### config.mk
export PLATFORM = sky130hd
export DESIGN_NAME = mem_access
export DESIGN_NICKNAME = d
export VERILOG_FILES = /design/src/rtl/mem_access.sv
export SDC_FILE = /design/constraint.sdc
export NUM_CORES = 1
export LEC_CHECK = 0
export CAP_MARGIN = 20
export CELL_PAD_IN_SITES_DETAIL_PLACEMENT = 0
export CELL_PAD_IN_SITES_GLOBAL_PLACEMENT = 1
export CORE_UTILIZATION = 28
export DETAILED_ROUTE_END_ITERATION = 12
export PLACE_DENSITY_LB_ADDON = 0.25
export SETUP_SLACK_MARGIN = 0.4
export SLEW_MARGIN = 40
export SYNTH_ARGS = -nofsm -noshare
export SYNTH_HDL_FRONTEND = slang
export SYNTH_SLANG_ARGS = --single-unit
### constraint.sdc
create_clock -name clk -period 1.87 [get_ports clk]
set_clock_uncertainty 0.2 [all_clocks]
set_input_delay 0.374 -clock clk [delete_from_list [all_inputs] [get_ports clk]]
set_output_delay 0.374 -clock clk [all_outputs]
set_load 0.005 [all_outputs]
### src/rtl/mem_access.sv
// Memory-access stage: accepts execute results, runs single-outstanding data-memory
// transactions, and drives one registered register-file write-back port.
module mem_access #(
    parameter int unsigned ADDR_W      = 32,
    parameter bit          CHECK_ALIGN = 1'b1
) (
    input  logic              clk,
    input  logic              rstn,
    input  logic              in_valid,
    output logic              in_ready,
    input  logic [31:0]       result,
    input  logic              mem_read_enabled,
    input  logic              mem_write_enabled,
    input  logic [ADDR_W-1:0] mem_write_dest,
    input  logic [31:0]       mem_write_data,
    input  logic              reg_write_enabled,
    input  logic [4:0]        reg_write_dest,
    output logic              d_req_valid,
    input  logic              d_req_ready,
    output logic              d_req_we,
    output logic [ADDR_W-1:0] d_req_addr,
    output logic [31:0]       d_req_wdata,
    input  logic              d_resp_valid,
    input  logic [31:0]       d_resp_rdata,
    output logic              wb_enabled,
    output logic [4:0]        wb_dest,
    output logic [31:0]       wb_data,
    output logic              misaligned
);

    typedef enum logic [1:0] {IDLE, REQ, RESP} state_t;

    state_t              state_q, state_d;
    logic                d_req_valid_q, d_req_valid_d;
    logic                d_req_we_q, d_req_we_d;
    logic [ADDR_W-1:0]   d_req_addr_q, d_req_addr_d;
    logic [31:0]         d_req_wdata_q, d_req_wdata_d;
    logic                wb_enabled_q, wb_enabled_d;
    logic [4:0]          wb_dest_q, wb_dest_d;
    logic [31:0]         wb_data_q, wb_data_d;
    logic                misaligned_q, misaligned_d;
    logic [4:0]          ld_dest_q, ld_dest_d;

    assign in_ready = (state_q == IDLE);

    always_comb begin
        state_d       = state_q;
        d_req_valid_d = d_req_valid_q;
        d_req_we_d    = d_req_we_q;
        d_req_addr_d  = d_req_addr_q;
        d_req_wdata_d = d_req_wdata_q;
        wb_enabled_d  = 1'b0;
        wb_dest_d     = wb_dest_q;
        wb_data_d     = wb_data_q;
        misaligned_d  = 1'b0;
        ld_dest_d     = ld_dest_q;

        unique case (state_q)
            IDLE: begin
                if (in_valid) begin
                    if (mem_read_enabled || mem_write_enabled) begin
                        if (CHECK_ALIGN && (mem_write_dest[1:0] != 2'b00)) begin
                            misaligned_d = 1'b1;
                        end else begin
                            // read takes priority when both enables are set
                            state_d       = REQ;
                            d_req_valid_d = 1'b1;
                            d_req_we_d    = !mem_read_enabled;
                            d_req_addr_d  = mem_write_dest;
                            if (!mem_read_enabled) begin
                                d_req_wdata_d = mem_write_data;
                            end
                            ld_dest_d = reg_write_enabled ? reg_write_dest : '0;
                        end
                    end else if (reg_write_enabled && (reg_write_dest != '0)) begin
                        wb_enabled_d = 1'b1;
                        wb_dest_d    = reg_write_dest;
                        wb_data_d    = result;
                    end
                end
            end
            REQ: begin
                if (d_req_ready) begin
                    d_req_valid_d = 1'b0;
                    state_d       = d_req_we_q ? IDLE : RESP;
                end
            end
            RESP: begin
                if (d_resp_valid) begin
                    state_d = IDLE;
                    if (ld_dest_q != '0) begin
                        wb_enabled_d = 1'b1;
                        wb_dest_d    = ld_dest_q;
                        wb_data_d    = d_resp_rdata;
                    end
                end
            end
            default: state_d = IDLE;
        endcase
    end

    always_ff @(posedge clk or negedge rstn) begin
        if (!rstn) begin
            state_q       <= IDLE;
            d_req_valid_q <= 1'b0;
            d_req_we_q    <= 1'b0;
            d_req_addr_q  <= '0;
            d_req_wdata_q <= '0;
            wb_enabled_q  <= 1'b0;
            wb_dest_q     <= '0;
            wb_data_q     <= '0;
            misaligned_q  <= 1'b0;
            ld_dest_q     <= '0;
        end else begin
            state_q       <= state_d;
            d_req_valid_q <= d_req_valid_d;
            d_req_we_q    <= d_req_we_d;
            d_req_addr_q  <= d_req_addr_d;
            d_req_wdata_q <= d_req_wdata_d;
            wb_enabled_q  <= wb_enabled_d;
            wb_dest_q     <= wb_dest_d;
            wb_data_q     <= wb_data_d;
            misaligned_q  <= misaligned_d;
            ld_dest_q     <= ld_dest_d;
        end
    end

    assign d_req_valid = d_req_valid_q;
    assign d_req_we    = d_req_we_q;
    assign d_req_addr  = d_req_addr_q;
    assign d_req_wdata = d_req_wdata_q;
    assign wb_enabled  = wb_enabled_q;
    assign wb_dest     = wb_dest_q;
    assign wb_data     = wb_data_q;
    assign misaligned  = misaligned_q;

endmodule
==> results of run 1 <==
-- cell families after synthesis --
logic type / count (synthesis) / synth area share
compound gates: 11 / 0.01529
simple gates: 30 / 0.03136
mux: 137 / 0.3400
flops: 112 / 0.5904
buf+inv: 18 / 0.02293
-- sequential cells by signal, indices dropped and copies added, names as in the netlist --
| name | count |
|---|---|
| d_req_addr | 32 |
| d_req_wdata | 32 |
| wb_data | 32 |
| ld_dest_q | 5 |
| wb_dest | 5 |
| state_q | 2 |
| d_req_valid | 1 |
| d_req_we | 1 |
| misaligned | 1 |
| wb_enabled | 1 |
-- per-stage QoR --
step | power (W) | setup slack (ns) | instances | hold slack, ns
finish | 0.008644 | -0.1800 | 841 | 0.2485
global route | 0.009136 | -0.2082 | 840 | 0.2539
CTS | 0.008641 | -0.1843 | 830 | 0.2294
detailed placement | 0.007149 | -0.6272 | 781 | 0.1308
global placement | 0.007073 | -0.6085 | 781 | 0.1196
floorplan | 0.004813 | -0.1422 | 308 | -0.1216
-- critical path, cell delays in order (launching register included) --
cell,delay [ns]
sky130_fd_sc_hd__dfrtp_1,0.39
sky130_fd_sc_hd__or4_4,0.55
sky130_fd_sc_hd__o211ai_4,0.19
sky130_fd_sc_hd__o21ai_4,0.09
sky130_fd_sc_hd__buf_12,0.18
sky130_fd_sc_hd__mux2_4,0.32
-- power by group through the flow --
stage          combinational [W]  clock (W)  sequential, W
6_report                 0.00319    0.00179        0.00366
5_1_grt                  0.00343    0.00193        0.00377
4_1_cts                  0.00310    0.00188        0.00367
3_5_place_dp             0.00342          0        0.00373
3_3_place_gp             0.00337          0        0.00370
2_1_floorplan            0.00106          0        0.00376
-- worst max-delay path by stage --
| stage | from | endpoint | slack [ns] | cells past startpoint |
|---|---|---|---|---|
| after detailed placement | reg_write_dest[3] | wb_data[22] | -0.63 | 6 |
| after CTS | ld_dest_q[0] | wb_data[22] | -0.18 | 5 |
| after global routing | ld_dest_q[0] | wb_data[22] | -0.21 | 5 |
| after floorplan | ld_dest_q[0] | wb_data[16] | -0.14 | 6 |
| final | ld_dest_q[0] | wb_data[22] | -0.18 | 5 |
| after global placement | reg_write_dest[0] | wb_data[29] | -0.61 | 6 |
-- final cells by class --
cell class / count / share of cell area
flip-flops and latches: 112 / 0.3406
repair buffers: 313 / 0.3342
multi-input cells: 178 / 0.2582
well taps: 220 / 0.03345
clock buffers: 13 / 0.03041
clock inverters: 2 / 0.001977
inverters: 2 / 0.0009123
diodes: 1 / 0.0003041
-- cell usage in the layout (no fill, tap or decap), types with 5 or more instances in the layout --
cell                              count
sky130_fd_sc_hd__buf_16               7
sky130_fd_sc_hd__clkbuf_16            9
sky130_fd_sc_hd__buf_2              101
sky130_fd_sc_hd__dlygate4sd2_1        5
sky130_fd_sc_hd__mux2_4              61
sky130_fd_sc_hd__mux2_2              76
sky130_fd_sc_hd__clkdlybuf4s50_1    132
sky130_fd_sc_hd__buf_6               15
sky130_fd_sc_hd__buf_12               8
sky130_fd_sc_hd__buf_4               41
sky130_fd_sc_hd__dfrtp_1            112
sky130_fd_sc_hd__nand2_1              7
-- synthesized netlist by cell type, drive strengths merged --
cell,number
o21ba,1
nand3,1
nand2,13
nand3b,1
buf,12
nor2b,1
mux2,137
nand4,2
nand4bb,1
or4,2
o22ai,1
and2,2
nor3,1
o21ai,8
or2,1
inv,2
dfrtp,112
clkbuf,4
nor2,5
o211ai,1
-- routing by layer --
metal | wire length (µm) | vias to the layer above
met5 | 0 | -
met3 | 1229 | 14
met2 | 6526 | 163
met1 | 5624 | 1774
li1 | - | 1707
met4 | 210 | 0
-- what timing repair did --
action / 4_1_cts / 5_1_grt
setup endpoints to repair: 214 / 133
hold buffers: 1 / 0
gates cloned: 7 / 0
pin swaps: 4 / 6
buffers inserted: 26 / 10
endpoints found under the hold margin: 25 / 0
gates resized for setup: 492 / 31
==> tab_implementation.tex, run 1 <==
\begin{tabular}{lr}
\hline
Metric & Value \\
\hline
\multicolumn{2}{l}{\textbf{Drt}} \\
Detailed-route via count & 3658 \\
Vias/cell & 4.350 \\
Starting DRT DRC Count & 78 \\
DRT antenna net count & 0 \\
DRC errors left & 0 \\
Avg WL per Cell & 16.16 µm \\
Number of detailed-route iterations in the first pass & 4 \\
Wirelength, routed & 13590 µm \\
\multicolumn{2}{l}{\textbf{Worst setup path}} \\
Top fanout value on the critical path & 29 \\
Worst Reg2Reg Path Length in Cells & 5 \\
Arrival time at the worst endpoint & 2.07 ns \\
Crit start category & flop \\
Required time of the worst setup path & 1.89 ns \\
Start-to-end type of the worst setup path & flop to flop \\
Reg2Reg Setup Slack & -0.18 ns \\
Worst R2R End & wb\_data[22] \\
Beginning of the worst register-to-register path & ld\_dest\_q[0] \\
Kind of end point of the critical path & flop \\
\multicolumn{2}{l}{\textbf{Power}} \\
Cell Pwr Density & 1050 mW/mm² \\
Relative contribution of sequential cells to total power & 0.424 \\
Combinational Power Share & 0.369 \\
Clock network fraction of total power & 0.207 \\
Lkg Pwr & 3.921 nW \\
Cell internal power dissipation & 0.006319 W \\
Largest voltage drop on the vdd net & 0.4880 mV \\
Net switching power & 0.002325 W \\
Fraction of power spent switching nets & 0.2690 \\
\multicolumn{2}{l}{\textbf{Global routing}} \\
Pin count of the biggest net entering global routing & 49 \\
Global-route congestion overflow total & 0 \\
Number of antenna violations at the first check in global routing & 1 \\
Global-route usage over all layers & 0.1596 \\
Global Route met2 Usage & 0.2669 \\
Global-route wire length before repair & 21760 µm \\
Vias in the first global route & 4186 \\
Met3 Use GR & 0.05575 \\
GR peak layer & met2 \\
Global routing met1 resource utilization & 0.1892 \\
\multicolumn{2}{l}{\textbf{CTS}} \\
Number of buffers on the longest clock path & 2 \\
Clock buffers created by TritonCTS & 9 \\
Number of clock sinks & 112 \\
Root buffer cell & sky130\_fd\_sc\_hd\_\_clkbuf\_16 \\
Clock-pin slew on the worst setup and hold paths & 0.07 ns \\
Clock latency of the later-clocked register in the worst-skew pair & 0.35 ns \\
Number of levels in the clock H-tree & 3 \\
Clock tree from TritonCTS & yes \\
\multicolumn{2}{l}{\textbf{Worst hold path}} \\
Endpoint with the worst hold slack & ld\_dest\_q[3] \\
Hold Path Origin & reg\_write\_dest[3] \\
Worst Hold Class & primary input to flop \\
Number of cells on the worst hold path & 3 \\
\multicolumn{2}{l}{\textbf{Synth}} \\
Top cell type's share of synthesized area & 0.5904 \\
Synth Cell Area & 0.004747 mm² \\
Syn Area/Cell & 15.41 µm² \\
Flip-flop and latch count after synthesis & 112 \\
Distinct cell type count after synthesis & 24 \\
Gate count of the mapped netlist & 308 \\
Total number of yosys warnings & 0 \\
Dominant cell type by area after synthesis & sky130\_fd\_sc\_hd\_\_dfrtp\_1 \\
Proportion of synthesized chip area in sequential cells & 0.5904 \\
Net count of the mapped netlist & 449 \\
Synth top area cells & sky130\_fd\_sc\_hd\_\_dfrtp\_1 59\%, sky130\_fd\_sc\_hd\_\_mux2\_2 28\%, sky130\_fd\_sc\_hd\_\_mux2\_4 6.0\%, sky130\_fd\_sc\_hd\_\_nand2\_1 1.0\%, sky130\_fd\_sc\_hd\_\_buf\_2 0.95\% \\
\multicolumn{2}{l}{\textbf{Floorplan}} \\
Chip height & 132.2 µm \\
Placeable core region & 0.01658 mm² \\
Number of core rows & 47 \\
Number of top-level pins & 247 \\
Die outline width & 132.2 µm \\
Die area & 0.01748 mm² \\
Starting density of the core & 0.2863 \\
\multicolumn{2}{l}{\textbf{STA}} \\
RSZ-0062 raised after global routing & yes \\
Total Neg Setup Slack & -5.621 ns \\
Finish-stage setup viols & 45 \\
Clock period minus final worst setup slack & 2.050 ns \\
Hold Fails Final Rpt & 0 \\
Fmax & 487.8 MHz \\
Worst slew slack as a fraction of its limit & 0.7351 \\
Slew Limit Fails & 0 \\
Portion of the clock cycle consumed by the worst path in the final layout & 1.096 \\
Slew at the pin with the worst max-slew slack & 0.3974 ns \\
Post-route setup slack & -0.1800 ns \\
\multicolumn{2}{l}{\textbf{Layout}} \\
Number of inserted filler cells in the final layout & 1495 \\
Final non-filler cell area & 0.008229 mm² \\
Sequential cell area & 0.002803 mm² \\
Layout cell share with drive strength beyond 1 & 0.5565 \\
Area Growth Syn to Fin & 73.35\% \\
Utilization after layout & 0.4962 \\
Nets@finish & 757 \\
Area of combinational cells with multiple inputs & 0.002125 mm² \\
\multicolumn{2}{l}{\textbf{Status}} \\
Run status & finished, violations left \\
Failing checks & setup timing \\
\multicolumn{2}{l}{\textbf{Flow run}} \\
MaxCap Viol Count & 0 \\
\multicolumn{2}{l}{\textbf{Place}} \\
Number of input and output port buffers inserted & 246 \\
Instance area at placement & 0.007657 mm² \\
Global placer's final weighted congestion & 0.7370 \\
Sum of net half-perimeters after detailed placement & 9247 µm \\
\hline
\end{tabular}
(Power assumes the default switching activity.)
==> inputs of run 2 (changes only) <==
- ABC_AREA: not set -> 1
- CORE_UTILIZATION: 28 -> 25
- RECOVER_POWER: not set -> 25
==> tab_implementation.tex, run 2 <==
\begin{tabular}{lr}
\hline
Metric & Value \\
\hline
\multicolumn{2}{l}{\textbf{Synth}} \\
Flip-flop and latch count after synthesis & 112 (unchanged) \\
Leading cell types by count after synthesis & 308 x sky130\_fd\_sc\_hd\_\_nand2\_1, 112 x sky130\_fd\_sc\_hd\_\_dfrtp\_1, 112 x sky130\_fd\_sc\_hd\_\_nand3\_1, 15 x sky130\_fd\_sc\_hd\_\_inv\_1, 14 x sky130\_fd\_sc\_hd\_\_clkbuf\_1 (was 118 x sky130\_fd\_sc\_hd\_\_mux2\_2, 112 x sky130\_fd\_sc\_hd\_\_dfrtp\_1, 19 x sky130\_fd\_sc\_hd\_\_mux2\_4, 13 x sky130\_fd\_sc\_hd\_\_nand2\_1, 9 x sky130\_fd\_sc\_hd\_\_buf\_2) \\
Dominant cell type by area after synthesis & sky130\_fd\_sc\_hd\_\_dfrtp\_1 (unchanged) \\
Syn Area/Cell & 8.086 µm² (was 15.41 µm²) \\
Synth Cell Area & 0.004981 mm² (was 0.004747 mm²) \\
Top cell type's share of synthesized area & 0.5627 (was 0.5904) \\
Proportion of synthesized chip area in sequential cells & 0.5627 (was 0.5904) \\
Distinct cell type count after synthesis & 18 (was 24) \\
Gate count of the mapped netlist & 616 (was 308) \\
Synth top area cells & sky130\_fd\_sc\_hd\_\_dfrtp\_1 56\%, sky130\_fd\_sc\_hd\_\_nand2\_1 23\%, sky130\_fd\_sc\_hd\_\_nand3\_1 11\%, sky130\_fd\_sc\_hd\_\_buf\_6 1.6\%, sky130\_fd\_sc\_hd\_\_buf\_4 1.5\% (was sky130\_fd\_sc\_hd\_\_dfrtp\_1 59\%, sky130\_fd\_sc\_hd\_\_mux2\_2 28\%, sky130\_fd\_sc\_hd\_\_mux2\_4 6.0\%, sky130\_fd\_sc\_hd\_\_nand2\_1 1.0\%, sky130\_fd\_sc\_hd\_\_buf\_2 0.95\%) \\
Net count of the mapped netlist & 757 (was 449) \\
Count of flip-flops with a built-in enable after synthesis & 0 (unchanged) \\
Library cell with the highest instance count after synthesis & sky130\_fd\_sc\_hd\_\_nand2\_1 (was sky130\_fd\_sc\_hd\_\_mux2\_2) \\
Total number of yosys warnings & 0 (unchanged) \\
Proportion of register bits with asynchronous set or reset after synthesis & 1.000 (unchanged) \\
Prevailing post-synth register cell & sky130\_fd\_sc\_hd\_\_dfrtp\_1 (unchanged) \\
\multicolumn{2}{l}{\textbf{STA}} \\
Hold Fails Final Rpt & 0 (unchanged) \\
Finish-stage setup viols & 0 (was 45) \\
Slew Limit Fails & 0 (unchanged) \\
Fmax & 583.7 MHz (was 487.8 MHz) \\
Worst slew slack as a fraction of its limit & 0.5622 (was 0.7351) \\
Post-route setup slack & 0.1569 ns (was -0.1800 ns) \\
Clock period minus final worst setup slack & 1.713 ns (was 2.050 ns) \\
Portion of the clock cycle consumed by the worst path in the final layout & 0.9161 (was 1.096) \\
RSZ-0062 raised after global routing & yes (unchanged) \\
Slew at the pin with the worst max-slew slack & 0.6567 ns (was 0.3974 ns) \\
\multicolumn{2}{l}{\textbf{Layout}} \\
Area Growth Syn to Fin & 72.02\% (was 73.35\%) \\
Layout cell share with drive strength beyond 1 & 0.3074 (was 0.5565) \\
Most common cell after layout, fill and taps aside & sky130\_fd\_sc\_hd\_\_nand2\_1 (was sky130\_fd\_sc\_hd\_\_clkdlybuf4s50\_1) \\
Final non-filler cell area & 0.008568 mm² (was 0.008229 mm²) \\
Commonest cells after routing, fill and taps aside & 248 x sky130\_fd\_sc\_hd\_\_nand2\_1, 139 x sky130\_fd\_sc\_hd\_\_clkdlybuf4s50\_1, 112 x sky130\_fd\_sc\_hd\_\_dfrtp\_1 (was 132 x sky130\_fd\_sc\_hd\_\_clkdlybuf4s50\_1, 112 x sky130\_fd\_sc\_hd\_\_dfrtp\_1, 101 x sky130\_fd\_sc\_hd\_\_buf\_2) \\
Number of inserted filler cells in the final layout & 2067 (was 1495) \\
Nets@finish & 1063 (was 757) \\
Antenna cells & 0 (was 1) \\
\multicolumn{2}{l}{\textbf{Drt}} \\
Starting DRT DRC Count & 168 (was 78) \\
Wirelength, routed & 17040 µm (was 13590 µm) \\
Avg WL per Cell & 14.29 µm (was 16.16 µm) \\
Number of detailed-route iterations in the first pass & 4 (unchanged) \\
DRC errors left & 0 (unchanged) \\
Vias/cell & 4.288 (was 4.350) \\
Detailed-route via count & 5111 (was 3658) \\
DRT antenna net count & 0 (unchanged) \\
\multicolumn{2}{l}{\textbf{Worst setup path}} \\
Top fanout value on the critical path & 8 (was 29) \\
Cell seen most often among critical-path stages & sky130\_fd\_sc\_hd\_\_nand2\_1 \\
Crit start category & primary input (was flop) \\
Start-to-end type of the worst setup path & primary input to flop (was flop to flop) \\
Cell with the largest stage delay on the worst path & sky130\_fd\_sc\_hd\_\_clkdlybuf4s50\_1 (was sky130\_fd\_sc\_hd\_\_or4\_4) \\
Crit-path cells & clkdlybuf4s50\_1 -> nand2\_4 -> buf\_6 -> nor2\_4 -> buf\_8 -> inv\_8 -> clkbuf\_16 -> nand2\_1 -> nand2\_1 (was or4\_4 -> o211ai\_4 -> o21ai\_4 -> buf\_12 -> mux2\_4) \\
Kind of end point of the critical path & flop (unchanged) \\
Worst Reg2Reg Path Length in Cells & 9 (was 5) \\
Required time of the worst setup path & 1.92 ns (was 1.89 ns) \\
CP max stage delay & 0.56 ns (was 0.55 ns) \\
Reg2Reg Setup Slack & 0.18 ns (was -0.18 ns) \\
Worst R2R End & d\_req\_addr[8] (was wb\_data[22]) \\
Arrival time at the worst endpoint & 1.76 ns (was 2.07 ns) \\
Beginning of the worst register-to-register path & state\_q[0] (was ld\_dest\_q[0]) \\
\multicolumn{2}{l}{\textbf{CTS}} \\
Number of levels in the clock H-tree & 3 (unchanged) \\
Root buffer cell & sky130\_fd\_sc\_hd\_\_clkbuf\_16 (unchanged) \\
Clock-pin slew on the worst setup and hold paths & 0.08 ns (was 0.07 ns) \\
Clock buffers created by TritonCTS & 9 (unchanged) \\
Clock latency of the later-clocked register in the worst-skew pair & 0.35 ns (about the same) \\
Number of buffers on the longest clock path & 2 (unchanged) \\
Number of clock sinks & 112 (unchanged) \\
Clock tree from TritonCTS & yes (unchanged) \\
\multicolumn{2}{l}{\textbf{Floorplan}} \\
Starting density of the core & 0.2551 (was 0.2863) \\
Number of core rows & 51 (was 47) \\
Die area & 0.02049 mm² (was 0.01748 mm²) \\
Die outline width & 143.2 µm (was 132.2 µm) \\
Chip height & 143.2 µm (was 132.2 µm) \\
Placeable core region & 0.01953 mm² (was 0.01658 mm²) \\
Number of top-level pins & 247 (unchanged) \\
\multicolumn{2}{l}{\textbf{Place}} \\
Number of input and output port buffers inserted & 246 (unchanged) \\
Sum of net half-perimeters after detailed placement & 11160 µm (was 9247 µm) \\
Instance area at placement & 0.007861 mm² (was 0.007657 mm²) \\
Worst slack, placed & -0.2801 ns (was -0.6272 ns) \\
Global placer's final weighted congestion & 0.7004 (was 0.7370) \\
\multicolumn{2}{l}{\textbf{Power}} \\
Relative contribution of sequential cells to total power & 0.421 (was 0.424) \\
Largest voltage drop on the vdd net & 0.4419 mV (was 0.4880 mV) \\
Cell internal power dissipation & 0.005567 W (was 0.006319 W) \\
Total power & 0.007965 W (was 0.008644 W) \\
Fraction of power spent switching nets & 0.3011 (was 0.2690) \\
Cell Pwr Density & 929.6 mW/mm² (was 1050 mW/mm²) \\
Combinational Power Share & 0.320 (was 0.369) \\
Clock network fraction of total power & 0.258 (was 0.207) \\
Net switching power & 0.002399 W (was 0.002325 W) \\
Lkg Pwr & 4.542 nW (was 3.921 nW) \\
\multicolumn{2}{l}{\textbf{Worst hold path}} \\
Endpoint with the worst hold slack & d\_req\_addr[30] (was ld\_dest\_q[3]) \\
Hold Path Origin & d\_req\_addr[30] (was reg\_write\_dest[3]) \\
Worst Hold Class & flop to flop (was primary input to flop) \\
Number of cells on the worst hold path & 2 (was 3) \\
\multicolumn{2}{l}{\textbf{Global routing}} \\
Pin count of the biggest net entering global routing & 41 (was 49) \\
Number of antenna violations at the first check in global routing & 0 (was 1) \\
Global-route usage over all layers & 0.1613 (was 0.1596) \\
Global-route wire length before repair & 25630 µm (was 21760 µm) \\
Vias in the first global route & 4927 (was 4186) \\
Global-route congestion overflow total & 0 (unchanged) \\
\multicolumn{2}{l}{\textbf{Status}} \\
Run status & complete, no violations (was finished, violations left) \\
\multicolumn{2}{l}{\textbf{Flow run}} \\
MaxCap Viol Count & 0 (unchanged) \\
\hline
\end{tabular}
==> run 2: area by class of cell <==
type	count	area, µm²	area share
clock buffer	10	239.0	0.02789
clock inverter	6	75.07	0.008762
inverter	17	73.82	0.008616
multi-input combinational	448	2185	0.2550
sequential	112	2803	0.3271
tap	265	331.6	0.03870
timing repair buffer	334	2861	0.3340
==> run 2: logic make-up (layout without fill, tap and decap cells) <==
group / Yosys count / after routing / share of synthesized area
AO/OA/AOI/OAI: 13 / 13 / 0.01306
buffers and inverters: 57 / 367 / 0.06305
flip-flops: 112 / 112 / 0.5627
AND/OR/NAND/NOR: 434 / 435 / 0.3612
==> run 2: what timing repair did <==
| item | in CTS | in global routing |
|---|---|---|
| hold endpoints to repair | 18 | 0 |
| hold buffers | 1 | 0 |
| setup buffers | 29 | 20 |
| cloned | 2 | 5 |
| pin swaps | 3 | 7 |
| setup endpoints to repair | 217 | 199 |
| resized for setup | 441 | 97 |
==> run 2: worst max-delay path by stage <==
stage	from	to	slack, ns	cells after the start
finish	in_valid	d_req_addr[8]	0.16	9
global route	rstn	wb_data[2]	0.08	3
CTS	state_q[0]	wb_data[18]	0.17	10
detailed placement	mem_write_dest[1]	d_req_wdata[3]	-0.28	8
global placement	mem_write_dest[1]	d_req_wdata[29]	-0.25	8
floorplan	state_q[1]	wb_data[10]	0.31	10
==> run 2: per-layer routing <==
| layer | wire length (µm) | global-route usage |
|---|---|---|
| met5 | 0 | 0 |
| met4 | 204 | 0.05433 |
| met3 | 1512 | 0.05298 |
| met2 | 7568 | 0.2496 |
| met1 | 7749 | 0.2105 |
==> run 2: power by group through the flow <==
stage                     Sequential, W  Clock, W  Combinational [W]
final                           0.00336   0.00206            0.00255
after global routing            0.00344   0.00224            0.00285
after CTS                       0.00334   0.00214            0.00230
after detailed placement        0.00341         0            0.00257
after global placement          0.00342         0            0.00256
after floorplan                 0.00344         0           0.000694
==> run 2: metrics by stage <==
step             util  hold slack, ns  setup TNS, ns  instances
3_5_place_dp   0.4026          0.1160         -22.80       1119
5_1_grt        0.4388          0.2886              0       1192
2_1_floorplan       -         -0.1216              0        616
4_1_cts        0.4096          0.2736              0       1167
3_3_place_gp   0.4026          0.1136         -20.42       1119
6_report       0.4388          0.2720              0       1192
==> run 2: critical path: cells and delay by family <==
kind | cells | cell delay (ns)
buf+inv | 5 | 1.05
simple gates | 4 | 0.31
